<file path="src/rtl/fetch_unit_if.sv">
// fetch_unit_if: instruction-memory request bus plus the decode-side valid/ready buffer
interface fetch_unit_if #(
    parameter int ADDR_W = 32,
    parameter int DATA_W = 32
);
    logic              imem_req;
    logic [ADDR_W-1:0] imem_addr;
    logic              imem_ack;
    logic [DATA_W-1:0] imem_rdata;
    logic              inst_valid;
    logic              inst_ready;
    logic [DATA_W-1:0] inst_out;
    logic [ADDR_W-1:0] inst_pc;
    logic [ADDR_W-1:0] inst_pc_plus;
    modport master (
        output imem_req, imem_addr, inst_valid, inst_out, inst_pc, inst_pc_plus,
        input  imem_ack, imem_rdata, inst_ready
    );
    modport slave (
        input  imem_req, imem_addr, inst_valid, inst_out, inst_pc, inst_pc_plus,
        output imem_ack, imem_rdata, inst_ready
    );
endinterface

</file>
<file path="src/rtl/fetch_unit.sv">
// fetch_unit: PC register and req/ack fetch FSM feeding a one-entry decode buffer, with redirect squash
module fetch_unit #(
    parameter int                ADDR_W     = 32,
    parameter int                DATA_W     = 32,
    parameter logic [ADDR_W-1:0] RESET_PC   = '0,
    parameter int                STEP       = 4,
    parameter int                ALIGN_BITS = 2,
    parameter int                CNT_W      = 16
) (
    input  logic              clk,
    input  logic              rst,
    fetch_unit_if.master      bus,
    input  logic              redirect,
    input  logic [ADDR_W-1:0] redirect_addr,
    output logic [ADDR_W-1:0] pc,
    output logic [CNT_W-1:0]  fetch_cnt
);
    typedef enum logic [1:0] {FETCH, HOLD, DRAIN} state_t;
    localparam logic [ADDR_W-1:0] MASK = ~ADDR_W'((64'd1 << ALIGN_BITS) - 64'd1);
    state_t            state;
    logic [ADDR_W-1:0] drain_addr;
    logic [ADDR_W-1:0] target;
    assign target           = redirect_addr & MASK;
    assign bus.imem_req     = state != HOLD;
    assign bus.imem_addr    = state == DRAIN ? drain_addr : pc;
    assign bus.inst_pc_plus = bus.inst_pc + ADDR_W'(STEP);
    always_ff @(posedge clk) begin
        if (rst) begin
            state          <= FETCH;
            pc             <= RESET_PC;
            drain_addr     <= '0;
            bus.inst_valid <= 1'b0;
            bus.inst_out   <= '0;
            bus.inst_pc    <= '0;
            fetch_cnt      <= '0;
        end else begin
            if (state == HOLD && bus.inst_ready) fetch_cnt <= fetch_cnt + CNT_W'(1);
            if (redirect) begin
                pc             <= target;
                bus.inst_valid <= 1'b0;
                // an unacked request must still be drained before a new one may issue
                if (state == FETCH && !bus.imem_ack) begin
                    drain_addr <= pc;
                    state      <= DRAIN;
                end else if (state != DRAIN || bus.imem_ack) begin
                    state <= FETCH;
                end
            end else begin
                case (state)
                    FETCH: if (bus.imem_ack) begin
                        bus.inst_out   <= bus.imem_rdata;
                        bus.inst_pc    <= pc;
                        bus.inst_valid <= 1'b1;
                        pc             <= pc + ADDR_W'(STEP);
                        state          <= HOLD;
                    end
                    HOLD: if (bus.inst_ready) begin
                        bus.inst_valid <= 1'b0;
                        state          <= FETCH;
                    end
                    default: if (bus.imem_ack) state <= FETCH;
                endcase
            end
        end
    end
endmodule

</file>
<file path="src/flat_wrapper.sv">
// flat-port wrapper written by rule: the top's interface ports become plain ports
module fetch_unit_flat 
#(
    parameter int                ADDR_W     = 32,
    parameter int                DATA_W     = 32,
    parameter logic [ADDR_W-1:0] RESET_PC   = '0,
    parameter int                STEP       = 4,
    parameter int                ALIGN_BITS = 2,
    parameter int                CNT_W      = 16
)
  (clk, rst, redirect, redirect_addr, pc, fetch_cnt, bus_imem_req, bus_imem_addr, bus_inst_valid, bus_inst_out, bus_inst_pc, bus_inst_pc_plus, bus_imem_ack, bus_imem_rdata, bus_inst_ready);
  fetch_unit_if #(.ADDR_W(ADDR_W), .DATA_W(DATA_W)) bus_i ();
  input  logic clk;
  input  logic rst;
  input  logic redirect;
  input  logic [ADDR_W-1:0] redirect_addr;
  output logic [ADDR_W-1:0] pc;
  output logic [CNT_W-1:0] fetch_cnt;
  output wire logic [$bits(bus_i.imem_req)-1:0] bus_imem_req;
  output wire logic [$bits(bus_i.imem_addr)-1:0] bus_imem_addr;
  output wire logic [$bits(bus_i.inst_valid)-1:0] bus_inst_valid;
  output wire logic [$bits(bus_i.inst_out)-1:0] bus_inst_out;
  output wire logic [$bits(bus_i.inst_pc)-1:0] bus_inst_pc;
  output wire logic [$bits(bus_i.inst_pc_plus)-1:0] bus_inst_pc_plus;
  input wire logic [$bits(bus_i.imem_ack)-1:0] bus_imem_ack;
  input wire logic [$bits(bus_i.imem_rdata)-1:0] bus_imem_rdata;
  input wire logic [$bits(bus_i.inst_ready)-1:0] bus_inst_ready;
  assign bus_imem_req = bus_i.imem_req;
  assign bus_imem_addr = bus_i.imem_addr;
  assign bus_inst_valid = bus_i.inst_valid;
  assign bus_inst_out = bus_i.inst_out;
  assign bus_inst_pc = bus_i.inst_pc;
  assign bus_inst_pc_plus = bus_i.inst_pc_plus;
  assign bus_i.imem_ack = bus_imem_ack;
  assign bus_i.imem_rdata = bus_imem_rdata;
  assign bus_i.inst_ready = bus_inst_ready;
  fetch_unit #(.ADDR_W(ADDR_W), .DATA_W(DATA_W), .RESET_PC(RESET_PC), .STEP(STEP), .ALIGN_BITS(ALIGN_BITS), .CNT_W(CNT_W)) u_core (.clk(clk), .rst(rst), .bus(bus_i), .redirect(redirect), .redirect_addr(redirect_addr), .pc(pc), .fetch_cnt(fetch_cnt));
endmodule
</file>
<file path="config.mk">
export PLATFORM = sky130hd
export DESIGN_NAME = fetch_unit_flat
export DESIGN_NICKNAME = d
export VERILOG_FILES = /design/src/rtl/fetch_unit_if.sv /design/src/rtl/fetch_unit.sv /design/src/flat_wrapper.sv
export SDC_FILE = /design/constraint.sdc
export NUM_CORES = 1
export LEC_CHECK = 0
export CAP_MARGIN = 20
export CORE_MARGIN = 8
export CORE_UTILIZATION = 50
export CTS_BUF_LIST = sky130_fd_sc_hd__clkbuf_4 sky130_fd_sc_hd__clkbuf_8
export DETAILED_ROUTE_END_ITERATION = 10
export PLACE_DENSITY = 0.85
export SLEW_MARGIN = 20
export SYNTH_ARGS = -nofsm -noshare
export SYNTH_HDL_FRONTEND = slang
export SYNTH_SLANG_ARGS = --single-unit
export TNS_END_PERCENT = 20
</file>
<file path="constraint.sdc">
create_clock -name clk -period 4 [get_ports clk]
set_input_delay 1.2 -clock clk [delete_from_list [all_inputs] [get_ports clk]]
set_output_delay 1.2 -clock clk [all_outputs]
set_load 0.1 [all_outputs]
</file>
Word level (Yosys, flattened, before mapping)
Index checks and enable logic that the tools add are counted.
{"block": "totals", "ff_bits": 147, "in_bits": 69, "word_cells": 51}
{"block": "classes", "n_addsub": 3, "n_eq_ne": 9, "muxes": 14, "n_bitwise": 1, "n_reduce_logical": 16}
{"op": "32-bit two-way mux", "count": 4}
{"op": "32-bit by 3-bit adder with 32-bit output (second input constant)", "count": 2}
{"op": "16-bit by 1-bit adder with 16-bit output (second input constant)", "count": 1}
{"op": "2-bit two-way mux", "count": 6}
{"op": "2-bit != test (second input constant)", "count": 3}
{"op": "3-bit != test (second input constant)", "count": 2}
{"op": "2-bit AND reduction", "count": 3}
{"op": "3-bit AND reduction", "count": 2}
{"op": "2-bit nonzero test", "count": 3}
{"op": "2-bit case mux with 2 select lines", "count": 1}
{"op": "4-bit AND reduction", "count": 1}
{"op": "3-bit by 1-bit != test with 1-bit output (second input constant)", "count": 1}
{"op": "3-bit nonzero test", "count": 1}
{"op": "2-bit by 1-bit == test with 1-bit output (second input constant)", "count": 1}
{"op": "2-bit == test (second input constant)", "count": 1}
{"op": "1-bit logical AND", "count": 2}
{"op": "2-bit logical NOT", "count": 1}
{"op": "1-bit two-way mux", "count": 2}
{"op": "2-bit by 1-bit != test with 1-bit output (second input constant)", "count": 1}
{"op": "1-bit case mux with 2 select lines", "count": 1}
{"op": "2-bit OR reduction", "count": 1}
{"op": "1-bit logical NOT", "count": 1}
{"op": "1-bit logical OR", "count": 1}
{"op": "1-bit inverter", "count": 1}

Logic depth before layout (Yosys ltp)
Gate-level depths: netlist of the first run.
{"block": "depth", "ltp_word": 5, "depth_mapped": 7, "ltp_nobuf": 5}

Worst setup path after synthesis of the first run
Ideal clock, no wire load.
{"block": "synth_path", "kind": "flip-flop to output port", "start": "register u_core.bus.inst_pc[2]", "end": "output bus_inst_pc_plus[26]", "arrival_ps": 4024, "t_required_ps": 2800, "setup_slack_ps": -1224, "path_stages_with_launch": 6, "n_path_buf": 0, "cell_sequence": "dfxtp_1 > ha_1 > nand3_1 > nor4_1 > nand4_1 > xnor2_1"}
{"block": "synth_via", "elab_chain_len": 1}
{"element": "from (decl)", "line": "fetch_unit_if.sv:16", "source": "output imem_req, imem_addr, inst_valid, inst_out, inst_pc, inst_pc_plus,"}
{"element": "from (signal assigned)", "line": "fetch_unit.sv:52", "source": "bus.inst_pc <= pc;"}
{"element": "32-bit by 3-bit adder with 32-bit output", "line": "fetch_unit.sv:26", "source": "assign bus.inst_pc_plus = bus.inst_pc + ADDR_W'(STEP);"}
{"element": "to (decl)", "line": "flat_wrapper.sv:24", "source": "output wire logic [$bits(bus_i.inst_pc_plus)-1:0] bus_inst_pc_plus;"}
Every way passes these cells.

Worst setup path in the final report of the first run
{"block": "layout_path", "start": "register u_core.bus.inst_pc[3]", "end": "output bus_inst_pc_plus[26]"}
The elaborated chain is that of the path after synthesis.

==> results of run 1 <==
==> worst paths after layout <==
kind                                   endpoint  slack, ns
max reg2reg          u_core.pc[29]$_SDFFE_PP0P_       1.60
min          u_core.drain_addr[14]$_SDFFE_PP0P_       0.45
min reg2reg  u_core.drain_addr[14]$_SDFFE_PP0P_       0.45
max                        bus_inst_pc_plus[26]       0.39
==> kinds of logic after synthesis <==
logic type	share of synthesized area (%)
adders and majority gates	0.554
AOI/OAI and AO/OA	14.1
buffers and inverters	5.56
DFF	41.7
and+or+nand+nor	26.9
muxes	5.14
other	0.0554
xor gates and xnor gates	6.08
==> registers in the layout (all words and copies together), names as in the netlist <==
signal / flops
u_core.bus.inst_out: 32
u_core.bus.inst_pc: 30
u_core.bus.inst_valid: 1
u_core.drain_addr: 30
u_core.fetch_cnt: 16
u_core.pc: 30
u_core.state: 2
==> power groups by stage <==
stage               combinational (µW)  clock [µW]  sequential (µW)
floorplan                          485           0             1860
global placement                  1100           0             1580
detailed placement                1110           0             1580
CTS                               1110        1260             1550
global route                      1140        1320             1560
finish                            1100        1250             1550
==> cells in the final DEF (no fill, tap or decap), types with 14 or more instances in the layout <==
master and count:
clkbuf_8 23, dfxtp_2 14, nand3_1 25, a21oi_1 102, buf_12 44, a211oi_1 15, buf_4 88, nand2_1 214
mux2_2 30, nor3_1 21, dfxtp_1 127, nor2_1 35, xnor2_1 18, nand4_1 28, clkdlybuf4s50_1 120, o21ai_0 16
==> worst reg2reg max path, stage by stage, from the launching register on <==
cell     delay [ns]
dfxtp_1        0.42
or3b_1         0.56
or4_4          0.65
or4_1          0.53
and3_1         0.15
==> stage by stage <==
step | instance area [µm²] | std cells | hold slack (ns)
6_report | 10100 | 1249 | 0.452
5_1_grt | 10100 | 1249 | 0.475
4_1_cts | 10100 | 1249 | 0.455
3_5_place_dp | 9630 | 1218 | 0.444
3_3_place_gp | 9630 | 1218 | 0.439
2_1_floorplan | 6980 | 869 | 0.434
==> area by class of cell <==
cell class	count	area share, %
multi-input cells	637	37.6
well taps	176	2.19
inverters	12	0.448
clock buffers	25	3.29
clock inverters	6	1.04
repair buffers	252	27.2
flip-flops and latches	141	28.2
==> layer usage <==
layer  vias up  global-route usage, %
met3        38                   8.92
met5         -                      0
met4         4                   7.57
li1       3375                      -
met2       267                   41.1
met1      3326                   27.4
==> flow_metrics.env, run 1 <==
export IMPL_synth_area_top_cells="dfxtp_1 (42%), nand2_1 (12%), a21oi_1 (7.5%), mux2_2 (5.0%), xnor2_1 (4.3%)"
export IMPL_setup_slack_ns=0.391
export IMPL_initial_core_util_pct=51.1
export IMPL_half_perimeter_wire_length_of_the_detailed_placement_result_um=15800
export IMPL_floorplan_core_area_mm2=0.0132
export IMPL_cts_sinks=141
export IMPL_tightest_slew_ns=1.00
export IMPL_startpoint_type="flop"
export IMPL_sequentialPowerShare_pct=39.7
export IMPL_internal_power_uw=2500
export IMPL_number_of_remaining_drc_errors=0
export IMPL_overflow=0
export IMPL_fraction_of_layout_instances_using_a_drive_strength_above_1_pct=21.7
export IMPL_met3WireLength_um=1880
export IMPL_synth_top_cell_area_share_pct=41.7
export IMPL_firstDrtPassIters=7
export IMPL_die_width_um=132
export IMPL_grt_start_max_net_pins=59
export IMPL_postSynthAreaPerCell_um2=7.85
export IMPL_yosys_register_bits=141
export IMPL_synthesized_netlist_cell_count=862
export IMPL_final_max_slew_violation_count=0
export IMPL_cts_max_path_buffers=2
export IMPL_cts_htree_levels=4
export IMPL_initialDrtViolationCount=535
export IMPL_worst_hold_startpoint="u_core.drain_addr[14]$_SDFFE_PP0P_"
export IMPL_fin_skew_ns=0.0101
export IMPL_groute_usage_overall_pct=24.1
export IMPL_number_of_stages_on_the_worst_setup_path=7
export IMPL_die_area_mm2=0.0175
export IMPL_worst_path_largest_cell_delay_ns=0.37
export IMPL_clock_power_share_pct=32.0
export IMPL_via_count_of_the_first_global_routing_pass=6733
export IMPL_setup_repair_after_global_routing_missed_its_margin="false"
export IMPL_cts_buffers=17
export IMPL_finalWirelength_um=22000
export IMPL_synth_edff_count=0
export IMPL_holdCritPathClass="reg2reg"
export IMPL_floorplan_die_height_um=132
export IMPL_timing_critical_path_buf_inv=2
export IMPL_min_delay_path_depth=2
export IMPL_viasPerCell=5.61
export IMPL_io_buffers=236
export IMPL_synth_sequential_area_ratio_pct=41.7
export IMPL_seq_area_mm2=0.00284
export IMPL_worst_ir_drop_vdd_mv=0.239
export IMPL_postCtsResizedCells=0
export IMPL_fin_total_pwr_uw=3900
export IMPL_detail_route_wl_per_cell_um=17.6
export IMPL_crit_path_start="u_core.bus.inst_pc[3]$_SDFFE_PP0P_"
export IMPL_synth_most_common_cell="nand2_1"
export IMPL_dpl_worst_slack_ns=0.400
export IMPL_post_cts_setup_repair_bufs=0
export IMPL_design_portCount=247
export IMPL_rows=42
export IMPL_post_route_setup_tns_ns=0
export IMPL_endpoint_kind="output port"
export IMPL_synth_common_cells="nand2_1 (215), dfxtp_1 (141), a21oi_1 (102)"
export IMPL_wl_met1_um=8630
export IMPL_comb_power_share_pct=28.3
export IMPL_topRoutingLayerUsed="met5"
export IMPL_critical_path_slowest_cell="dfxtp_2"
export IMPL_switching_power_uw=1410
export IMPL_antenna_violations_before_repair=2
export IMPL_worstPathMaxFanout=7
export IMPL_synth_cell_type_count=55
export IMPL_multi_input_combinational_cell_area_mm2=0.00378
export IMPL_cts_tree="built"
export IMPL_slew_headroom_pct=33.1
export IMPL_place_gp_congestion=0.841
export IMPL_critical_path_reg2reg_startpoint="u_core.state[1]$_SDFFE_PP0P_"
export IMPL_net_count_reported_at_finish=1133
export IMPL_antennaDiodeCount=0
export IMPL_cts_root_buffer_cell="clkbuf_8"
export IMPL_dr_total_vias=7010
export IMPL_count_of_yosys_warnings_during_synthesis=0
export IMPL_area_delta_synth_final_pct=48.7
export IMPL_crit_family="simple AND/OR/NAND/NOR gates"
export IMPL_timing_critical_path_arrival_ns=2.41
export IMPL_report_final_setup_viol=0
export IMPL_cp_required_ns=2.80
export IMPL_cap_viol_max_count=0
export IMPL_register_to_register_path_depth=4
export IMPL_period_share_pct=90.2
export IMPL_leakagePower_uw=0.00381
export IMPL_worst_setup_path_type="reg2out"
export IMPL_power_density_mw_per_mm2=388
export IMPL_timing_final_hold_violations=0
export IMPL_cts_clk_slew_worst_paths_ns=0.07
export IMPL_outcome="finished clean"
export IMPL_dr_wl_met2_um=11100
export IMPL_detail_route_antenna_nets=0
export IMPL_worst_skew_pair_late_latency_ns=0.45
export IMPL_finish_utilization_pct=76.0
export IMPL_postSynth_topFlopCell="dfxtp_1"
export IMPL_yosysTopAreaCell="dfxtp_1"
export IMPL_fillCellCount=1000
export IMPL_async_flop_share_pct=0
export IMPL_netlist_area_mm2=0.00677
export IMPL_timing_critical_path_cells="ha_1, nand3_1, nor4_1, buf_4, nand4_1, xnor2_4, buf_12"
export IMPL_hold_buffers=0
export IMPL_power_share_switching_pct=36.0
export IMPL_global_route_wire_length_before_repair_um=34800
export IMPL_max_freq_ghz=0.277
export IMPL_timing_final_crit_period_ns=3.61
Power figures use the tool's default switching activity.
==> run 2, diff against run 1 <==
CORE_MARGIN = default   (was 8)
==> run 2 against run 1 <==
  * Final cell count about the same
  * Critical endpoint is now bus_inst_pc_plus[20]
  * Global-route usage grew 4.2 points
  * Core utilization decreased by 0.26 points
  * Die area down 20%
  * Critical path depth unchanged
  * First-iteration DRC count shrank 7.9%
  * Critical path type unchanged
  * Power is 5.4% lower
  * Largest cell class unchanged
  * Final area decreased by 0.34%
==> flow_metrics.env, run 2 (same netlist as run 1, synthesis figures left out) <==
export IMPL_finish_utilization_pct=75.7
export IMPL_design_portCount=247
export IMPL_via_count_of_the_first_global_routing_pass=6496
export IMPL_cts_max_path_buffers=2
export IMPL_layout_cells_non_filler=1250
export IMPL_register_to_register_setup_slack_ns=1.56
export IMPL_mostFrequentLayoutCells="nand2_1 (214), dfxtp_1 (127), clkdlybuf4s50_1 (126), a21oi_1 (102), buf_4 (81)"
export IMPL_timing_critical_path_buf_inv=2
export IMPL_grt_start_max_net_pins=72
export IMPL_io_buffers=236
export IMPL_overflow=0
export IMPL_postCtsResizedCells=0
export IMPL_timing_final_crit_period_ns=3.67
export IMPL_initial_core_util_pct=51.1
export IMPL_place_gp_congestion=0.824
export IMPL_die_area_mm2=0.0140
export IMPL_register_to_register_path_depth=5
export IMPL_topRoutingLayerUsed="met4"
export IMPL_firstDrtPassIters=5
export IMPL_worst_ir_drop_vdd_mv=0.262
export IMPL_cts_buffers=17
export IMPL_cts_root_buffer_cell="clkbuf_8"
export IMPL_min_delay_path_depth=2
export IMPL_final_max_slew_violation_count=0
export IMPL_cts_clk_slew_worst_paths_ns=0.07
export IMPL_finalWirelength_um=19800
export IMPL_antennaDiodeCount=0
export IMPL_hold_buffers=0
export IMPL_number_of_stages_on_the_worst_setup_path=7
export IMPL_multi_input_combinational_cell_area_mm2=0.00378
export IMPL_tightest_slew_ns=1.00
export IMPL_endpoint_kind="output port"
export IMPL_floorplan_die_height_um=118
export IMPL_cts_tree="built"
export IMPL_seq_area_mm2=0.00284
export IMPL_dpl_cell_count=1219
export IMPL_dr_total_vias=6975
export IMPL_area_delta_synth_final_pct=48.2
export IMPL_global_route_wire_length_before_repair_um=32100
export IMPL_timing_critical_path_cells="ha_1, nand3_1, nor4_1, buf_4, nand4_1, xnor2_4, buf_12"
export IMPL_fin_total_pwr_uw=3690
export IMPL_fraction_of_layout_instances_using_a_drive_strength_above_1_pct=21.2
export IMPL_leakagePower_uw=0.00378
export IMPL_post_route_setup_tns_ns=0
export IMPL_met3WireLength_um=1370
export IMPL_initialDrtViolationCount=493
export IMPL_half_perimeter_wire_length_of_the_detailed_placement_result_um=14000
export IMPL_critical_path_slowest_cell="nor4_1"
export IMPL_wl_met1_um=8450
export IMPL_period_share_pct=91.7
export IMPL_net_count_reported_at_finish=1134
export IMPL_setup_repair_after_global_routing_missed_its_margin="false"
export IMPL_largest_reg_flops=32
export IMPL_detail_route_antenna_nets=0
export IMPL_floorplan_core_area_mm2=0.0132
export IMPL_fillCellCount=996
export IMPL_worst_path_largest_cell_delay_ns=0.39
export IMPL_timing_critical_path_arrival_ns=2.47
export IMPL_viasPerCell=5.58
export IMPL_cts_htree_levels=4
export IMPL_power_density_mw_per_mm2=368
export IMPL_outcome="finished clean"
export IMPL_slew_headroom_pct=32.9
export IMPL_report_final_setup_viol=0
export IMPL_fin_skew_ns=0.0105
export IMPL_worstPathMaxFanout=7
export IMPL_worst_skew_pair_late_latency_ns=0.44
export IMPL_final_common_cell="nand2_1"
export IMPL_holdCritPathClass="reg2reg"
export IMPL_cp_required_ns=2.80
export IMPL_dr_wl_met2_um=9450
export IMPL_cap_viol_max_count=0
export IMPL_detail_route_wl_per_cell_um=15.8
export IMPL_groute_usage_overall_pct=28.3
export IMPL_rows=42
export IMPL_reg_with_most_ffs="u_core.bus.inst_out"
export IMPL_crit_family="simple AND/OR/NAND/NOR gates"
export IMPL_startpoint_type="flop"
export IMPL_die_width_um=118
export IMPL_timing_final_hold_violations=0
export IMPL_max_freq_ghz=0.273
export IMPL_number_of_remaining_drc_errors=0
export IMPL_antenna_violations_before_repair=0
export IMPL_worst_setup_path_type="reg2out"
export IMPL_hold_worst_slack_ns=0.452
export IMPL_post_cts_setup_repair_bufs=0
export IMPL_cts_sinks=141
-- run 2: metrics by stage --
| step | area (µm²) | setup WS [ns] |
|---|---|---|
| after floorplan | 6980 | -0.231 |
| after global placement | 9670 | 0.529 |
| after detailed placement | 9670 | 0.498 |
| after CTS | 10000 | 0.314 |
| after global routing | 10000 | 0.196 |
| final | 10000 | 0.334 |
-- run 2: worst register-to-register path, stage by stage (launching register included) --
cell	delay (ns)
dfxtp_1	0.54
ha_1	0.28
nand4_1	0.26
nor4_2	0.68
a2111oi_0	0.23
a311o_1	0.34
-- run 2: metal layers --
metal / vias to the layer above / GRT usage [%]
met2: 273 / 46.7
met4: 0 / 11.1
met3: 48 / 6.42
met5: - / 0
li1: 3379 / -
met1: 3275 / 35.8
-- run 2: power by group --
part           switching, µW  total, µW  internal [µW]
Clock                    494       1040            545
Combinational            787       1100            316
Sequential              88.2       1550           1460
-- run 2: area by class of cell --
class	instances	share of cell area [%]
inverters	12	0.449
clock buffers	30	3.49
flip-flops and latches	141	28.3
multi-input cells	637	37.7
repair buffers	253	27.8
well taps	176	2.20
clock inverters	1	0.0499
-- run 2: worst paths after layout --
check	start	to
max reg2reg	u_core.pc[2]$_SDFFE_PP0P_	u_core.pc[20]$_SDFFE_PP0P_
min reg2reg	u_core.bus.inst_out[14]$_SDFFE_PP0P_	u_core.bus.inst_out[14]$_SDFFE_PP0P_
min	u_core.bus.inst_out[14]$_SDFFE_PP0P_	u_core.bus.inst_out[14]$_SDFFE_PP0P_
max	u_core.bus.inst_pc[2]$_SDFFE_PP0P_	bus_inst_pc_plus[20]
==> patch 1, RTL diff (flow settings as in run 2) <==
`ADDR_W` is set to 32 in 3 places; all go to 24.
--- a/src/rtl/fetch_unit_if.sv
+++ b/src/rtl/fetch_unit_if.sv
@@ -1,6 +1,6 @@
 // fetch_unit_if: instruction-memory request bus plus the decode-side valid/ready buffer
 interface fetch_unit_if #(
-    parameter int ADDR_W = 32,
+    parameter int ADDR_W = 24,
     parameter int DATA_W = 32
 );
     logic              imem_req;
--- a/src/rtl/fetch_unit.sv
+++ b/src/rtl/fetch_unit.sv
@@ -1,6 +1,6 @@
 // fetch_unit: PC register and req/ack fetch FSM feeding a one-entry decode buffer, with redirect squash
 module fetch_unit #(
-    parameter int                ADDR_W     = 32,
+    parameter int                ADDR_W     = 24,
     parameter int                DATA_W     = 32,
     parameter logic [ADDR_W-1:0] RESET_PC   = '0,
     parameter int                STEP       = 4,
--- a/src/flat_wrapper.sv
+++ b/src/flat_wrapper.sv
@@ -1,7 +1,7 @@
 // flat-port wrapper written by rule: the top's interface ports become plain ports
 module fetch_unit_flat 
 #(
-    parameter int                ADDR_W     = 32,
+    parameter int                ADDR_W     = 24,
     parameter int                DATA_W     = 32,
     parameter logic [ADDR_W-1:0] RESET_PC   = '0,
     parameter int                STEP       = 4,
Interface: changed (5 resized); port bits go from 247 to 207. No check against the original RTL was run, so the function may have changed too.
==> patch 1 against run 2 <==
  * Sequential share of layout area grew 2.2 points
  * Routed wire length shrank 22%
  * Sequential cell count shrank 24
  * Setup slack gained 0.0030 ns
  * Maximum frequency is essentially flat
  * Global-route usage shrank 0.48 points
  * Area after synthesis shrank 21%
  * Cell area shrank 23%
  * Total power shrank 17%
  * Largest power group unchanged
==> patch 1: results (changes against run 2) <==
[synthesis]
synth_compound_area_share_pct=13.6  ; -0.49 points
synthMuxAreaShare_pct=5.24  ; +0.11 points
ys_types=47  ; -15%
synthTopCellsByArea=dfxtp_1 (44%), nand2_1 (12%), a21oi_1 (7.9%)
synthAdderAreaFrac_pct=0.702  ; +0.15 points
ys_seq_area_share_pct=43.8  ; +2.1 points

[placed_design]
dp_hpwl_um=11200  ; -20%
io_buffers=196  ; -17%

[drt]
drt-met1-wl_um=6470  ; -23%
wl_met2_um=7790  ; -18%
firstDrtPassIters=7  ; +2
dr_wl_met3_um=1100  ; -20%
vias=5429  ; -22%
dr.first_iter.drc_count=333  ; -32%

[grt]
grt_util_met1_pct=34.4  ; -1.5 points
grt.total_usage_pct=27.8  ; -0.48 points
grt_pass1_wl_um=24800  ; -23%
grt_max_degree=58  ; -19%
grtUsageMet3_pct=7.11  ; +0.69 points

[hold_path]
min_to=u_core.drain_addr[14]

[critical_path]
crit_start=u_core.bus.inst_pc[13]
rr_worst_depth=4  ; -1

[cells_and_area]
nets=910  ; -20%
fill_cells=782  ; -21%
drive_gt1_share_pct=21.1  ; -0.11 points
fin_area_um2=7720  ; -23%

[status]
outcome=completed

[power]
powerComb_w=0.000826  ; -25%
power_frac_clock_pct=31.4  ; +3.3 points
internal_power_w=0.00191  ; -18%

[sta]
relSlewSlack_pct=32.6  ; -0.28 points
skew_ns=0.0169  ; +0.00637 ns

[cts]
clock_latency_ns=0.42  ; -0.02 ns

==> patch 1: final cells by class <==
class	instances	share of cell area (%)
clock inverters	11	1.13
repair buffers	205	24.3
flip-flops and latches	117	30.5
clock buffers	19	3.31
well taps	136	2.20
inverters	7	0.340
multi-input cells	498	38.2
==> patch 1: tightest hold or removal path, cell delays in order (launching register included) <==
cell and delay (ns):
dfxtp_1 0.31, nand2_1 0.05, a21oi_1 0.05
==> patch 1: metrics by stage <==
stage / worst slack, ns / TNS (ns) / std cells / total power (W) / hold slack (ns)
after floorplan: -0.251 / -0.458 / 671 / 0.00192 / 0.434
after global placement: 0.541 / 0 / 963 / 0.00212 / 0.439
after detailed placement: 0.414 / 0 / 963 / 0.00213 / 0.445
after CTS: 0.289 / 0 / 993 / 0.00308 / 0.454
after global routing: 0.151 / 0 / 993 / 0.00318 / 0.474
final: 0.337 / 0 / 993 / 0.00307 / 0.451
==> patch 2, RTL diff (config.mk and constraints of run 2) <==
Made on the original files. Re-encode `state_t` (3 states) as one-hot, 3 bits wide.
--- a/src/rtl/fetch_unit.sv
+++ b/src/rtl/fetch_unit.sv
@@ -15,7 +15,7 @@
     output logic [ADDR_W-1:0] pc,
     output logic [CNT_W-1:0]  fetch_cnt
 );
-    typedef enum logic [1:0] {FETCH, HOLD, DRAIN} state_t;
+    typedef enum logic [2:0] {FETCH = 3'b001, HOLD = 3'b010, DRAIN = 3'b100} state_t;
     localparam logic [ADDR_W-1:0] MASK = ~ADDR_W'((64'd1 << ALIGN_BITS) - 64'd1);
     state_t            state;
     logic [ADDR_W-1:0] drain_addr;
Function: no difference found for any inputs over 4 cycles, from zero or initial values and one cycle with rst high; so few cycles prove little.
==> patch 2 against run 2 <==
  * First-iteration DRC count shrank 5.9%
  * Total power grew 4.0%
  * Sequential cell count grew 1
  * Synthesized cell count grew 3.1%
  * Routed wire length grew 3.8%
  * Cell area shrank 0.90%
  * Setup slack gained 0.017 ns
  * Area after synthesis grew 2.5%
  * Hold slack gained 0.0016 ns
==> patch 2: results (changes against run 2) <==
[drt]
viasPerCell=5.55  ; -0.50%
vias=7112  ; +2.0%
dr.first_iter.drc_count=464  ; -5.9%
firstDrtPassIters=5  ; unchanged
drt-total-wl_um=20500  ; +3.8%

[status]
outcome=completed

[placed_design]
io_buffers=236  ; unchanged
pre_cts_slack_ns=0.603  ; +0.105 ns
dpl_cell_area_um2=9530  ; -1.5%
dp_hpwl_um=14200  ; +1.4%
place.gp.congestion=0.834  ; +1.1%

[critical_path]
rr_worst_depth=4  ; -1
critPathMaxFanout=9  ; +2
arrival_ns=2.45  ; -0.02 ns

[synthesis]
ys_seq_area_share_pct=41.0  ; -0.73 points
ys.flop_type=dfxtp_1
ys_types=57  ; +3.6%
ys_warn_count=0  ; unchanged
avgSynthCellArea_um2=7.81  ; -0.60%
synthTopCellsByCount=nand2_1 (225), dfxtp_1 (142), a21oi_1 (103)
synthTopCellsByArea=dfxtp_1 (41%), nand2_1 (12%), a21oi_1 (7.4%)

[grt]
antenna_found_initial=0  ; unchanged
grt_pass1_wl_um=32300  ; +0.75%
grt.total_usage_pct=28.3  ; about the same
grt_pass1_vias=6427  ; -1.1%
grt_max_degree=58  ; -19%
grt_overflow=0  ; unchanged

[cts]
cts_buffers=17  ; unchanged
cts_resized=0  ; unchanged
ctsLongestPathBuffers=2  ; unchanged
cts_setup_buffers=0  ; unchanged
clock_latency_ns=0.45
clkSlewWorstSetupHoldPaths_ns=0.07  ; about the same
root_buffer=clkbuf_8
htreeDepth=4  ; unchanged

[cells_and_area]
top_register=u_core.bus.inst_out
nets=1164  ; +2.6%
drive_gt1_share_pct=20.8  ; -0.41 points
seqCellArea_um2=2860  ; +0.66%
diodes=0  ; unchanged
fill_cells=1080  ; +8.4%
largest_reg_flops=32  ; unchanged

[hold_path]
hold_path.class=reg -> reg

[sta]
tightest_slew_ns=1.01  ; +0.00110 ns
skew_ns=0.00739  ; -0.00312 ns
setup_tns_ns=0  ; unchanged

[power]
vdd_drop_max_uv=244  ; -6.8%
power.leakage_nw=3.72  ; -1.5%

[patch 2: changes by cell type after synthesis, moves of 6 or more]
cell,run 2,this run
nor4_1,8,14
nor2_1,36,48
or4_1,6,13
buf_2,4,16
nand2_1,215,225
clkbuf_1,67,46
nor3_1,21,9
[patch 2: per-layer routing]
layer	vias up	GRT usage [%]	wire, um
met5	-	0	0
met4	0	11.3	509
li1	3475	-	-
met3	40	7.65	1580
met2	281	47.4	9910
met1	3316	34.3	8520
[patch 2: cell type report]
class / count / area share (%)
well taps: 176 / 2.22
clock inverters: 6 / 0.806
clock buffers: 26 / 3.35
multi-input cells: 661 / 39.6
repair buffers: 255 / 24.7
flip-flops and latches: 142 / 28.8
inverters: 15 / 0.566
[patch 2: kinds of logic after synthesis]
group                      Yosys count  synth area share, %
DFF                                142                 41.0
adders and majority gates            3                0.541
other                                1               0.0540
AOI/OAI and AO/OA                  165                 14.0
xor gates and xnor gates            49                 6.18
buffers and inverters               93                 5.80
muxes                               30                 4.85
and+or+nand+nor                    406                 27.6
[patch 2: power by group]
group          switching [W]  leakage (nW)  internal [W]
Clock               0.000516         0.220      0.000661
Sequential         0.0000945          1.16       0.00147
Combinational       0.000817          2.33      0.000275
[patch 2: critical path, stage by stage, from the launching register on]
cell and delay, ns:
dfxtp_1 0.50, nand4_1 0.22, nor2_1 0.52, nand4_1 0.32, xnor2_4 0.24, buf_12 0.19
[patch 2: final timing paths]
kind | from | end | slack, ns
setup / recovery | u_core.bus.inst_pc[15] | bus_inst_pc_plus[28] | 0.35
hold / removal | u_core.bus.inst_out[11] | u_core.bus.inst_out[11] | 0.45
setup reg to reg | u_core.pc[4] | u_core.pc[31] | 1.52
hold reg to reg | u_core.bus.inst_out[11] | u_core.bus.inst_out[11] | 0.45
